--- config.mk ---
export PLATFORM = sky130hd
export DESIGN_NAME = pipe_stage_skid
export DESIGN_NICKNAME = d
export VERILOG_FILES = /design/src/rtl/pipe_stage_skid.sv
export SDC_FILE = /design/constraint.sdc
export NUM_CORES = 1
export LEC_CHECK = 0
export ABC_AREA = 1
export CORE_MARGIN = 2
export CORE_UTILIZATION = 30
export CTS_BUF_LIST = sky130_fd_sc_hd__clkbuf_8 sky130_fd_sc_hd__clkbuf_16
export DETAILED_ROUTE_END_ITERATION = 6
export PLACE_DENSITY = 0.57
export SYNTH_ARGS = -nofsm -noshare
export SYNTH_HDL_FRONTEND = slang
export SYNTH_SLANG_ARGS = --single-unit
export TNS_END_PERCENT = 10
--- constraint.sdc ---
create_clock -name clk -period 7.58 [get_ports clk]
set_input_delay 0.758 -clock clk [delete_from_list [all_inputs] [get_ports clk]]
set_output_delay 0.758 -clock clk [all_outputs]
set_load 0.05 [all_outputs]
--- src/rtl/pipe_stage_skid.sv ---
// Pipeline register with valid/ready handshake and a 2-entry skid buffer.
// in_ready, out_valid and out_data depend only on flops; the instruction field reads as a NOP while empty.
module pipe_stage_skid #(
    parameter int unsigned PAYLOAD_W = 96,
    parameter int unsigned INSN_W = 32,
    parameter logic [INSN_W-1:0] NOP_WORD = INSN_W'(32'h0000_0033),
    parameter int unsigned CNT_W = 16
) (
    input  logic                 clk,
    input  logic                 rst,
    input  logic                 in_valid,
    output logic                 in_ready,
    input  logic [PAYLOAD_W-1:0] in_data,
    output logic                 out_valid,
    input  logic                 out_ready,
    output logic [PAYLOAD_W-1:0] out_data,
    input  logic                 flush,
    output logic [CNT_W-1:0]     bubble_cnt,
    input  logic                 clr_cnt
);

    typedef enum logic [1:0] {StEmpty, StOne, StFull} state_e;

    state_e               state_q, state_d;
    logic [PAYLOAD_W-1:0] m_q, m_d;
    logic [PAYLOAD_W-1:0] s_q, s_d;
    logic [CNT_W-1:0]     cnt_q, cnt_d;
    logic                 accept, send;

    // State encodes both valid bits, so S valid without M valid is unrepresentable.
    assign out_valid  = (state_q != StEmpty);
    assign in_ready   = (state_q != StFull);
    assign accept     = in_valid & in_ready;
    assign send       = out_valid & out_ready;
    assign bubble_cnt = cnt_q;

    always_comb begin
        state_d = state_q;
        m_d     = m_q;
        s_d     = s_q;
        case (state_q)
            StEmpty: begin
                if (accept) begin
                    m_d     = in_data;
                    state_d = StOne;
                end
            end
            StOne: begin
                if (accept && send) begin
                    m_d = in_data;
                end else if (accept) begin
                    s_d     = in_data;
                    state_d = StFull;
                end else if (send) begin
                    state_d = StEmpty;
                end
            end
            StFull: begin
                if (send) begin
                    m_d     = s_q;
                    state_d = StOne;
                end
            end
            default: state_d = StEmpty;
        endcase
        // Flush kills held beats but leaves M's payload visible above the instruction field.
        if (flush) begin
            state_d = StEmpty;
            m_d     = m_q;
            s_d     = s_q;
        end
    end

    always_comb begin
        cnt_d = cnt_q;
        if (clr_cnt) begin
            cnt_d = '0;
        end else if (!out_valid && out_ready && (cnt_q != {CNT_W{1'b1}})) begin
            cnt_d = cnt_q + 1'b1;
        end
    end

    always_comb begin
        out_data = m_q;
        if (!out_valid) begin
            out_data[INSN_W-1:0] = NOP_WORD;
        end
    end

    always_ff @(posedge clk or posedge rst) begin
        if (rst) begin
            state_q <= StEmpty;
            m_q     <= '0;
            s_q     <= '0;
            cnt_q   <= '0;
        end else begin
            state_q <= state_d;
            m_q     <= m_d;
            s_q     <= s_d;
            cnt_q   <= cnt_d;
        end
    end

endmodule
==> reports/results.md <==
| Step | Quantity | Reported |
|:---|:---|:---|
| power and ir drop | Worst supply voltage drop on vdd | 0.000155 V |
| placed design | Total half-perimeter wirelength after legalization and detailed placement | 16500 um |
| global route | Number of antenna violations at the first check in global routing | 1 |
| floorplan | Standard-cell rows | 66 |
| floorplan | Starting density of the core | 0.306 |
| setup path | CP max stage cell | sky130_fd_sc_hd__clkdlybuf4s50_1 |
| placed design | Area after detailed placement | 0.0119 mm^2 |
| synthesis | Number of instances in the synthesized netlist | 1239 |
| final layout | Cell Count, Final, Fillers Out | 1814 |
| timing | Worst-margin pin slew | 1060 ps |
| floorplan | Horizontal extent of the die | 187 um |
| synthesis | Post-Synthesis Cell Area | 0.00999 mm^2 |
| timing | Clock skew | 21.1 ps |
| timing | Count of final setup violators | 0 |
| clocking | Bufs on Longest Clock Path | 3 |
| timing | Max Freq | 281 MHz |
| drt | DRC violations left | 0 |
| synthesis | Post-Syn Nets | 1342 |
| power and ir drop | Overall power of the completed layout | 3.72 mW |
| setup path | Crit path cell chain | nor2_4 > or2_2 > clkdlybuf4s50_1 |
| global route | Overall global routing resource usage | 0.145 |
| drt | WL/cell | 13.9 um |
| clocking | Clock tree from TritonCTS | done |
| clocking | Num CTS Buffers | 25 |
| synthesis | Most frequent cell after synthesis | sky130_fd_sc_hd__nand2_1 |
| setup path | Category of the critical setup timing path | reg2out |
| global route | Maximum number of pins on one net before global-route repair | 138 |
| setup path | Family of cells with the greatest summed delay on the critical path | simple AND/OR/NAND/NOR gates |
| final layout | Final non-filler cell area | 0.0127 mm^2 |
| timing | Final period demand of the worst path | 3560 ps |
| global route | Wire length of the first global-routing pass | 41400 um |
| clocking | Clock-pin slew on the worst setup and hold paths | 60 ps |
| setup path | Type of destination of the critical path | output pin |
| clocking | Setup fix buffers added after clock tree synthesis | 0 |
| clocking | H-Tree Level Count | 1 |
| synthesis | Unique cell type count in the Yosys netlist | 24 |
| timing | Slew HR | 0.294 |
| synthesis | Share of flip-flops with an asynchronous set or reset after synthesis | 1.00 |
| power and ir drop | Leakage power summed over all cells | 6.20 nW |
| global route | Via count of the first global-routing pass | 7736 |
| synthesis | Syn avg cell area | 8.06 um^2 |
| drt | Via density per instance | 4.33 |
| placed design | Number of cells after detailed placement | 1770 |
| setup path | Worst EP required | 6820 ps |
| setup path | Data arrival at the endpoint of the critical path | 2800 ps |
| timing | Final clock period utilization by the worst path | 0.469 |
| setup path | Worst-path maximum fanout | 34 |
| drt | Number of detailed-routing iterations run before antenna repair | 4 |
| timing | Number of slew-limit violations in the final report | 0 |
| clocking | Number of sinks handled by clock tree synthesis | 210 |
| floorplan | Full die area | 0.0348 mm^2 |
| clocking | Quantity of gates resized following cts | 0 |
| synthesis | EDFF count, synth | 0 |
| clocking | Clk root buf | sky130_fd_sc_hd__clkbuf_16 |
| clocking | Count of hold buffers inserted by post-cts repair | 0 |
| synthesis | Commonest register cell after synthesis | sky130_fd_sc_hd__dfrtp_1 |
| drt | DRC marker count from the first detailed-route iteration | 521 |
| clocking | Clock insertion delay at the later pin of the skew report | 530 ps |
| timing | Unrepaired setup endpoints after global routing | no |
| synthesis | Top cell type by total area after synthesis | sky130_fd_sc_hd__dfrtp_1 |
| floorplan | Number of top-level design ports | 216 |
| setup path | Crit start category | flop |
| synthesis | Most frequent cells after synthesis | sky130_fd_sc_hd__nand2_1, sky130_fd_sc_hd__dfrtp_1, sky130_fd_sc_hd__o21ai_0 |
| timing | Hold Violations, Final | 0 |
| drt | Remaining antenna violation count | 0 |
| power and ir drop | Total power density per cell area | 293 mW/mm^2 |
| job | Max_cap viols | 0 |
| floorplan | Core area | 0.0327 mm^2 |
| setup path | Bufs and invs on worst path | 1 |
| hold path | Worst Hold Class | reg2reg |
| synthesis | #FFs+latches synth | 210 |
| final layout | Final-stage net count | 1458 |
| placed design | Number of buffers added on ports | 215 |
| final layout | Fraction of layout instances using a drive strength above 1 | 0.0431 |
| synthesis | Count of yosys warnings during synthesis | 0 |
| drt | Via count | 7853 |
| global route | Overflow left after global routing | 0 |
| floorplan | Die extent in y | 187 um |
| placed design | Last weighted congestion value of the routability-driven placer | 0.849 |
| timing | Setup TNS | 0 ps |
| timing | Final worst hold slack | 476 ps |
| synthesis | Share of Yosys cell area claimed by the top area cell type | 0.526 |
| run status | Run status | finished clean |
| synthesis | Largest cells by area after synthesis | sky130_fd_sc_hd__dfrtp_1, sky130_fd_sc_hd__nand2_1, sky130_fd_sc_hd__o21ai_0 |
| final layout | Syn-to-layout area delta | 26.9% |
| synthesis | Post-synthesis sequential area ratio | 0.526 |
| drt | Total Routed Length | 25100 um |
| setup path | Crit path largest cell delay | 800 ps |
## path summary, 6_finish.rpt
kind                                   startpoint             endpoint  slack, ps  cells after the start
max                        state_q[1]$_DFFE_PP0P_          out_data[1]       4020                      3
min                           s_q[86]$_DFFE_PP0P_  s_q[86]$_DFFE_PP0P_        480                      2
max reg2reg                state_q[0]$_DFFE_PP0P_  m_q[26]$_DFFE_PP0P_       4660                      7
min reg2reg                   s_q[86]$_DFFE_PP0P_  s_q[86]$_DFFE_PP0P_        480                      2
max in group asynchronous                     rst  m_q[37]$_DFFE_PP0P_       5180                      3
min in group asynchronous                     rst  m_q[66]$_DFFE_PP0P_        870                      2
## power breakdown
| group | internal (mW) | switching [mW] | leakage (nW) |
|---|---|---|---|
| logic | 0.362 | 0.661 | 3.13 |
| clock network | 0.657 | 0.468 | 0.409 |
| registers | 1.42 | 0.155 | 2.66 |
| total | 2.43 | 1.28 | 6.20 |
## per-stage QoR
step,worst slack (ps),util
6_report,4020,0.388
5_1_grt,3810,0.388
4_1_cts,3910,0.388
3_5_place_dp,4160,0.364
3_3_place_gp,4230,0.364
2_1_floorplan,1080,-
## sequential cells by signal, indices dropped and copies added (netlist names)
name and count:
bubble_cnt 16, m_q 96, s_q 96, state_q 2
## layout by cell type (no fill, tap or decap), drive strengths merged
cell,n
nand2,359
o21ai,296
clkdlybuf4s50,215
dfrtp,210
inv,158
nor2,57
clkbuf,28
nand3,17
nand4,9
buf,7
or2,4
diode,2
xor2,2
clkinv,2
o211ai,1
o2111ai,1
o31ai,1
nor3b,1
ha,1
bufinv,1
## tightest hold or removal path: stages (launching register included)
cell	delay, ps
sky130_fd_sc_hd__dfrtp_1	330
sky130_fd_sc_hd__nand2_1	50
sky130_fd_sc_hd__o21ai_0	60
## kinds of logic (layout without fill, tap and decap cells)
kind of cell | after synthesis | in the layout | share of synthesized area
flip-flops | 210 | 210 | 0.526
AO/OA/AOI/OAI | 299 | 299 | 0.151
other | 0 | 2 | 0
XOR/XNOR | 2 | 2 | 0.00175
AND/OR/NAND/NOR | 447 | 447 | 0.178
buffers and inverters | 280 | 411 | 0.142
adder cells (fa/ha/maj) | 1 | 1 | 0.00125
## per-layer routing
metal  vias up  share of wire  global-route usage
met5         -              0                   0
met4         0          0.032              0.0461
met3        48          0.052              0.0340
met2       153           0.46               0.238
met1      3569           0.46               0.188
li1       4083              -                   -
## final cells by class
| cell class | instances | area (um^2) |
|---|---|---|
| well taps | 442 | 553 |
| clock inverters | 14 | 91.3 |
| multi-input cells | 749 | 3340 |
| flip-flops and latches | 210 | 5260 |
| repair buffers | 222 | 2200 |
| clock buffers | 28 | 667 |
| fillers | 3373 | 20000 |
| diodes | 2 | 5.00 |
| inverters | 147 | 559 |
(Power assumes the default switching activity.)
